`src/rtl/sdram_port_arbiter_pkg.sv`:
```
// Shared definitions for the SDRAM port arbiter slice.
//   arb_state_t    : arbiter FSM encoding (IDLE, OWNED)
//   first_set_from : index of first set request bit at/after a rotating pointer
//   slice_lo       : low bit of port k's slice in a packed per-port bus
package sdram_port_arbiter_pkg;

  typedef enum logic {
    IDLE  = 1'b0,
    OWNED = 1'b1
  } arb_state_t;

  localparam int unsigned MAX_PORTS = 8;

  // Scans n ports starting at ptr, wrapping modulo n; returns 0 when req is empty.
  function automatic logic [2:0] first_set_from(input logic [MAX_PORTS-1:0] req,
                                                input int unsigned n,
                                                input int unsigned ptr);
    logic [2:0] idx;
    logic       found;
    idx   = '0;
    found = 1'b0;
    for (int unsigned i = 0; i < MAX_PORTS; i++) begin
      int unsigned j;
      j = (ptr + i) % n;
      if (i < n && !found && req[j]) begin
        idx   = 3'(j);
        found = 1'b1;
      end
    end
    return idx;
  endfunction

  function automatic int unsigned slice_lo(input int unsigned k, input int unsigned w);
    return k * w;
  endfunction

endpackage

```
`src/rtl/sdram_rr_picker.sv`:
```
// Combinational round-robin picker.
//   req    : request vector, one bit per port
//   ptr    : highest-priority port index
//   choice : one-hot selected port (0 when no request)
//   index  : binary index of the selected port
//   any    : at least one request present
module sdram_rr_picker
  import sdram_port_arbiter_pkg::*;
#(
  parameter int unsigned N  = 2,
  parameter int unsigned PW = (N > 1) ? $clog2(N) : 1
) (
  input  logic [N-1:0]  req,
  input  logic [PW-1:0] ptr,
  output logic [N-1:0]  choice,
  output logic [PW-1:0] index,
  output logic          any
);

  logic [MAX_PORTS-1:0] req_ext;
  logic [2:0]           idx3;

  always_comb begin
    req_ext        = '0;
    req_ext[N-1:0] = req;
    idx3           = first_set_from(req_ext, N, 32'(ptr));
    index          = PW'(idx3);
    any            = |req;
    choice         = '0;
    if (any) choice[index] = 1'b1;
  end

endmodule

```
`src/rtl/sdram_port_arbiter.sv`:
```
// Round-robin arbiter sharing one SDRAM controller interface among NUM_PORTS ports.
// A grant is held for one controller burst (ended by done_i) or until the idle
// counter expires (timeout_o pulse). Forwarding is a combinational mux on the
// registered owner; nothing is forwarded while IDLE.
//   p_ca_* / p_dm_* : packed per-port command and write-data inputs
//   p_ca_ready_o    : controller ready routed to the owner only
//   p_r_valid_o     : read-return valid routed to the owner only
//   ca_* / dm_*     : controller-side command and write-data outputs
//   ca_ready_i, r_valid_i, done_i : controller handshakes
//   grant_o         : one-hot owner, timeout_o : forced-release pulse
module sdram_port_arbiter
  import sdram_port_arbiter_pkg::*;
#(
  parameter int unsigned NUM_PORTS = 2,
  parameter int unsigned AW        = 32,
  parameter int unsigned DW        = 16,
  parameter int unsigned TIMEOUT   = 1024
) (
  input  logic                      sdram_clk,
  input  logic                      sdram_rst_n,
  input  logic [NUM_PORTS*AW-1:0]   p_ca_adr_i,
  input  logic [NUM_PORTS-1:0]      p_ca_we_i,
  input  logic [NUM_PORTS-1:0]      p_ca_valid_i,
  output logic [NUM_PORTS-1:0]      p_ca_ready_o,
  input  logic [NUM_PORTS*DW-1:0]   p_dm_dat_i,
  input  logic [NUM_PORTS*DW/8-1:0] p_dm_sel_i,
  input  logic [NUM_PORTS-1:0]      p_dm_valid_i,
  output logic [NUM_PORTS-1:0]      p_r_valid_o,
  output logic [AW-1:0]             ca_adr_o,
  output logic                      ca_we_o,
  output logic                      ca_valid_o,
  input  logic                      ca_ready_i,
  output logic [DW-1:0]             dm_dat_o,
  output logic [DW/8-1:0]           dm_sel_o,
  output logic                      dm_valid_o,
  input  logic                      r_valid_i,
  input  logic                      done_i,
  output logic [NUM_PORTS-1:0]      grant_o,
  output logic                      timeout_o
);

  localparam int unsigned SW = DW / 8;
  localparam int unsigned PW = (NUM_PORTS > 1) ? $clog2(NUM_PORTS) : 1;
  localparam int unsigned CW = (TIMEOUT > 1) ? $clog2(TIMEOUT) : 1;
  localparam logic [CW-1:0] LIMIT = (TIMEOUT == 0) ? '0 : CW'(TIMEOUT - 1);
  localparam bit TO_EN = (TIMEOUT != 0);

  arb_state_t           state, next_state;
  logic [NUM_PORTS-1:0] grant;
  logic [PW-1:0]        owner, rr_ptr, rr_next;
  logic [CW-1:0]        idle_cnt;
  logic [NUM_PORTS-1:0] pick_onehot;
  logic [PW-1:0]        pick_idx;
  logic                 pick_any;
  logic                 activity, timeout_hit;
  int unsigned          adr_lo, dat_lo, sel_lo;

  sdram_rr_picker #(.N(NUM_PORTS), .PW(PW)) u_picker (
    .req    (p_ca_valid_i),
    .ptr    (rr_ptr),
    .choice (pick_onehot),
    .index  (pick_idx),
    .any    (pick_any)
  );

  assign grant_o = grant;
  assign rr_next = (owner == PW'(NUM_PORTS - 1)) ? '0 : owner + 1'b1;

  always_ff @(posedge sdram_clk or negedge sdram_rst_n) begin
    if (!sdram_rst_n) state <= IDLE;
    else              state <= next_state;
  end

  always_comb begin
    next_state   = state;
    timeout_hit  = 1'b0;
    activity     = 1'b0;
    adr_lo       = slice_lo(32'(owner), AW);
    dat_lo       = slice_lo(32'(owner), DW);
    sel_lo       = slice_lo(32'(owner), SW);
    ca_adr_o     = '0;
    ca_we_o      = 1'b0;
    ca_valid_o   = 1'b0;
    dm_dat_o     = '0;
    dm_sel_o     = '0;
    dm_valid_o   = 1'b0;
    p_ca_ready_o = '0;
    p_r_valid_o  = '0;
    case (state)
      IDLE: if (pick_any) next_state = OWNED;
      OWNED: begin
        ca_adr_o            = p_ca_adr_i[adr_lo +: AW];
        ca_we_o             = p_ca_we_i[owner];
        ca_valid_o          = p_ca_valid_i[owner];
        dm_dat_o            = p_dm_dat_i[dat_lo +: DW];
        dm_sel_o            = p_dm_sel_i[sel_lo +: SW];
        dm_valid_o          = p_dm_valid_i[owner];
        p_ca_ready_o[owner] = ca_ready_i;
        p_r_valid_o[owner]  = r_valid_i;
        activity            = (p_ca_valid_i[owner] & ca_ready_i) | r_valid_i;
        // done_i wins over an expiring counter, so no timeout pulse then.
        if (done_i) begin
          next_state = IDLE;
        end else if (TO_EN && idle_cnt == LIMIT && !activity) begin
          next_state  = IDLE;
          timeout_hit = 1'b1;
        end
      end
      default: next_state = IDLE;
    endcase
  end

  always_ff @(posedge sdram_clk or negedge sdram_rst_n) begin
    if (!sdram_rst_n) begin
      grant     <= '0;
      owner     <= '0;
      rr_ptr    <= '0;
      idle_cnt  <= '0;
      timeout_o <= 1'b0;
    end else begin
      timeout_o <= timeout_hit;
      case (state)
        IDLE: begin
          if (pick_any) begin
            grant    <= pick_onehot;
            owner    <= pick_idx;
            idle_cnt <= '0;
          end
        end
        OWNED: begin
          if (next_state == IDLE) begin
            grant    <= '0;
            rr_ptr   <= rr_next;
            idle_cnt <= '0;
          end else if (activity) begin
            idle_cnt <= '0;
          end else if (TO_EN && idle_cnt != LIMIT) begin
            idle_cnt <= idle_cnt + 1'b1;
          end
        end
        default: ;
      endcase
    end
  end

endmodule

```
`config.mk`:
```
export PLATFORM = sky130hd
export DESIGN_NAME = sdram_port_arbiter
export DESIGN_NICKNAME = d
export VERILOG_FILES = /design/src/rtl/sdram_port_arbiter_pkg.sv /design/src/rtl/sdram_rr_picker.sv /design/src/rtl/sdram_port_arbiter.sv
export SDC_FILE = /design/constraint.sdc
export NUM_CORES = 1
export LEC_CHECK = 0
export CAP_MARGIN = 0
export CELL_PAD_IN_SITES_DETAIL_PLACEMENT = 0
export CELL_PAD_IN_SITES_GLOBAL_PLACEMENT = 2
export CORE_ASPECT_RATIO = 2
export CORE_UTILIZATION = 15
export DETAILED_ROUTE_END_ITERATION = 10
export HOLD_SLACK_MARGIN = 0.15
export PLACE_DENSITY_LB_ADDON = 0.2
export SLEW_MARGIN = 25
export SYNTH_ARGS = -nofsm -noshare
export SYNTH_HDL_FRONTEND = slang
export SYNTH_HIERARCHICAL = 1
export SYNTH_SLANG_ARGS = --single-unit
```
`constraint.sdc`:
```
create_clock -name sdram_clk -period 3.1 [get_ports sdram_clk]
set_input_delay 0.62 -clock sdram_clk [delete_from_list [all_inputs] [get_ports sdram_clk]]
set_output_delay 0.62 -clock sdram_clk [all_outputs]
set_load 0.01 [all_outputs]
```
======== Word level (Yosys, flattened, before mapping) ========
Cells that the tools add are included.
word-level totals
  register bits ........................... 16
  input port bits ......................... 111
  output and inout port bits .............. 60
  word-level logic and storage cells ...... 82
operators by class
  add/sub/neg operators ................... 3
  $lt $le $gt $ge ......................... 6
  eq/ne operators ......................... 5
  shift operators ......................... 3
  muxes and demuxes ....................... 42
  bitwise gates (word level) .............. 6
  reductions and logical operators ........ 11
operators with widths
  kind                                                                   number
  64-bit by 7-bit variable part select with 32-bit output                1
  10-bit 2-to-1 mux                                                      4
  32-bit 2-to-1 mux                                                      1
  32-bit by 6-bit variable part select with 16-bit output                1
  1-bit 2-to-1 mux                                                       26
  10-bit one-hot mux with 2 select lines                                 1
  16-bit 2-to-1 mux                                                      1
  10-bit by 1-bit adder with 10-bit output (second input constant)       1
  10-bit equality test (second input constant)                           1
  2-bit 2-to-1 mux                                                       5
  10-bit != test (second input constant)                                 1
  1-bit by 4-bit < comparator with 1-bit output (second input constant)  2
  2-bit AND reduction                                                    4
  2-bit AND                                                              2
  1-bit logical AND                                                      4
  1-bit by 2-bit < comparator with 1-bit output (second input constant)  2
  2-bit != test (second input constant)                                  2
  4-bit by 2-bit != test with 1-bit output (second input constant)       1
  2-bit one-hot mux with 2 select lines                                  1
  4-bit by 3-bit variable part select with 2-bit output                  1
  1-bit adder (second input constant)                                    2
  1-bit demux with 1-bit select                                          2
  1-bit greater-or-equal comparator (second input constant)              2
  1-bit zero test                                                        2
  other kinds (5)                                                        6

======== Longest topological paths before layout ========
  depth in word-level cells ............... 12
  gate-level depth with buffers ........... 6
  depth with buffers taken out ............ 5

======== Cells and area by module ========
The synthesis kept the hierarchy.
by module, submodules not included
  module              instances  cells each  area an instance (um^2)  sequential area each (um^2)
  sdram_port_arbiter  1          206         1657.8                   400.4
  sdram_rr_picker     1          5           32.5                     0.0

======== Worst setup path after synthesis ========
No wires, ideal clock.
  path type ............................... register to output
  from .................................... register owner
  to ...................................... output ca_adr_o[10]
  arrival time ............................ 1.228 ns
  data required time ...................... 2.480 ns
  setup slack ............................. 1.252 ns
  cell stages (with the launch flop) ...... 6
  path buffers ............................ 3
  cell sequence ........................... dfrtp_1 -> buf_2 -> buf_2 -> buf_2 -> mux2i_1 -> nor2_1
between the ends
  cells in the longest elaborated chain, start to end .. 2
RTL lines
  item                                                     RTL line                   source
  from (decl)                                              sdram_port_arbiter.sv:50   logic [PW-1:0] owner, rr_ptr, rr_next;
  from (signal assigned)                                   sdram_port_arbiter.sv:126  owner <= pick_idx;
  64-bit by 7-bit variable part select with 32-bit output  sdram_port_arbiter.sv:92   ca_adr_o = p_ca_adr_i[adr_lo +: AW];
  32-bit 2-to-1 mux                                        sdram_port_arbiter.sv:89   case (state)
  to (decl)                                                sdram_port_arbiter.sv:29   output logic [AW-1:0] ca_adr_o,
No other way between the ends.

======== Final worst setup path ========
  from .................................... register owner
  to ...................................... output ca_adr_o[15]
Same word-level chain as after synthesis.

==> results by group <==
Outcome
  – Status: finished clean

Clocking
  – Hold Buf Count CTS: 0
  – Clock transition at path regs: around 0.050 ns
  – Clk_lat worst skew: 0.25 ns
  – Clock Sink Count: 16
  – TritonCTS clock tree: done
  – CTS Buf Count: 3
  – Post-CTS Setup Bufs: 0
  – Post-CTS Resized: 0
  – CTS root buf: clkbuf_16
  – H-Tree Depth: 1
  – Clock buffer depth: 2

Yosys
  – Distinct cell type count after synthesis: 40
  – Post-Synthesis Cell Area: about 1700 um^2
  – Main flop type after synthesis: dfrtp_1
  – Number of enable flip-flop cells after synthesis: 0
  – Post-synth ARST share: 100%
  – Net Count, Synth: roughly 320
  – Synth Register Bits: 16
  – Synthesis Warnings: 6
  – Post-synthesis sequential area ratio: 23.7%
  – Synth Instances: approximately 210
  – Syn Area/Cell: approximately 8 um^2

Timing
  – Actual slew at the worst max-slew pin: 0.780 ns
  – Clock Skew: 0.00134 ns
  – Normalized max-slew margin: a little under half
  – Achievable Freq: between 0.3 and 0.4 GHz
  – Post-route clock period utilization: between 80% and 90%
  – Slew Limit Fails: 0
  – RSZ-0062 raised after global routing: false
  – Final hold vios: 0
  – Crit path time final: between 2 and 3 ns
  – Setup TNS: 0 ns
  – Final Setup Violations: 0

Floorplanning
  – Die Area: between 10000 and 15000 um^2
  – Initial Utilization: between 15 and 20%
  – Die Y: 152 um
  – Die Wd: 77.1 um
  – IO Pins: 171
  – Core area: ~11000 um^2
  – FP Rows: between 50 and 60

Critical path
  – Slowest stage delay, CP: ~0.7 ns
  – Slowest-stage cell, CP: dfrtp_2
  – FF-to-FF End: idle_cnt[3]
  – Worst Path Buf+Inv: 2
  – Crit Path Max Fanout: 21
  – Crit Path Class: reg2out
  – Critical Path Start Type: register
  – R2r startpoint: owner
  – Critical Path Sink Type: output port
  – Critical-path cell list: buf_4 -> mux2i_1 -> nor2_1 -> clkdlybuf4s50_1
  – CP top delay family: buffers and inverters
  – Flop2flop setup slack: 1.01 ns
  – WP data required: roughly 2.5 ns
  – R2r worst-path depth: 4
  – CP arrival: 2.03 ns

Drt
  – Antenna viol nets, final: 0
  – Drt first pass iters: 4
  – # DRC: 0
  – Routed WL: 7.82 mm
  – DR vias/cell: about 4.2
  – Routed via count: between 2000 and 2500
  – WL/cell: around 15 um
  – DRT iter0 DRCs: just under 70

Worst hold path
  – Hold crit path type: reg2reg
  – Hold Path Cell Cnt: 1
  – Hold EP: grant_o[1]
  – Hold path startpoint: grant_o[1]

Global routing
  – First-pass GRT wire length: 12.2 mm
  – Initial antenna violation count: 0
  – Overall routing resource usage: a little over an eighth
  – Largest net degree at the start of global routing: 55
  – GRT overflow: 0
  – Vias in the first global route: between 2000 and 2500

Layout
  – Fillers: 1225
  – Share of cells above drive strength 1: 4.26%
  – Most frequent cells in the layout: clkdlybuf4s50_1, nor2_1, mux2i_1, dfrtp_1, nand2_1
  – # diodes: 0
  – Nets: slightly below 500
  – Area grow syn2layout: 116%
  – Most common cell after layout, fill and taps aside: clkdlybuf4s50_1

Pwr
  – PD cells: between 500 and 600 nW/um^2
  – Tot Pwr: roughly 1.9 mW
  – VDD IR max: roughly 0.27 mV
  – Lkg Pwr: about 1.5 nW

Placed design
  – Final Wtd Congestion: between 0.7 and 0.8
  – Final HPWL DP: between 6 and 7 mm
  – PortBufs: 170

Run
  – Max-cap viol count: 0
[layer usage]
metal  part of all wire, %  wire, um  track usage [%]
met5                     0         0                0
met4                   1.0        78             3.23
met3                   9.9       772             4.68
met2                    57      4490             27.5
met1                    32      2470             11.8
[cells in the mapped netlist, types with 2 or more instances]
library cell  count  area share [%]
a211o_1           2             1.0
a211oi_1          2            0.89
a21boi_1          3             1.3
a21o_1            5             2.2
a21oi_1           2            0.59
a22o_1            3             1.6
and2_1            2            0.74
and3_1            2            0.74
buf_2             5             1.5
clkbuf_1         10             2.2
dfrtp_1          16              24
inv_1             2            0.44
mux2i_1          54              32
nand2_1           8             1.8
nand3_1           5             1.5
nor2_1           59              13
nor4_1            5             1.9
o22ai_1           2            0.74
o2bb2ai_1         2             1.0
o31ai_1           2            0.89
[logic make-up (layout without fill, tap and decap cells)]
logic type	after synthesis	count (layout)	share of synthesized area (%)
flip-flops	16	16	23.7
XOR/XNOR	2	2	1.04
AO/OA/AOI/OAI	27	27	12.1
adder cells (fa/ha/maj)	1	1	0.740
buffers and inverters	19	184	5.03
AND/OR/NAND/NOR	90	90	23.8
multiplexers	56	56	33.5
[state kept, by name, indices dropped and copies added, names as in the netlist]
register / flops
timeout_o: 1
grant_o: 2
idle_cnt: 10
state: 1
rr_ptr: 1
owner: 1
[per-stage QoR]
| step | setup slack (ns) | instance area (um^2) | hold slack, ns | utilization (%) | instances |
|---|---|---|---|---|---|
| after floorplan | 1.25 | 1690 | 0.324 | - | 211 |
| after detailed placement | 0.442 | 3570 | 0.515 | 32.6 | 512 |
| final | 0.449 | 3650 | 0.526 | 33.4 | 516 |
| after CTS | 0.383 | 3650 | 0.526 | 33.4 | 516 |
| after global routing | 0.286 | 3650 | 0.552 | 33.4 | 516 |
| after global placement | 0.457 | 3570 | 0.500 | 32.6 | 512 |
[layout make-up]
cell class / count / area, um^2 / area share, %
Timing Repair Buffer: 177 / 1780 / 48.7
Multi-Input combinational cell: 176 / 1200 / 33.0
Sequential cell: 16 / 402 / 11.0
Tap cell: 140 / 175 / 4.80
Clock buffer: 4 / 78.8 / 2.16
Inverter: 3 / 11.3 / 0.308
[power breakdown]
group          internal (mW)  switching [mW]
clock                  0.175          0.0850
sequential             0.234          0.0739
combinational          0.790           0.574
[worst reg2reg max path: stages, from the launching register on]
cell and delay [ns]:
dfrtp_2 0.70, mux2_4 0.36, a211o_1 0.47, nor2_1 0.30, a221o_1 0.19
[worst max-delay path by stage]
| stage | startpoint | to | slack, ns | cells past startpoint |
|---|---|---|---|---|
| final | owner | ca_adr_o[15] | 0.45 | 4 |
| after floorplan | owner | ca_adr_o[10] | 1.25 | 5 |
| after detailed placement | p_ca_valid_i[0] | ca_valid_o | 0.44 | 4 |
| after global placement | p_ca_valid_i[0] | ca_valid_o | 0.46 | 4 |
| after CTS | owner | ca_adr_o[15] | 0.38 | 4 |
| after global routing | owner | ca_adr_o[15] | 0.29 | 4 |
No activity file was read; power rests on OpenSTA's default activity.
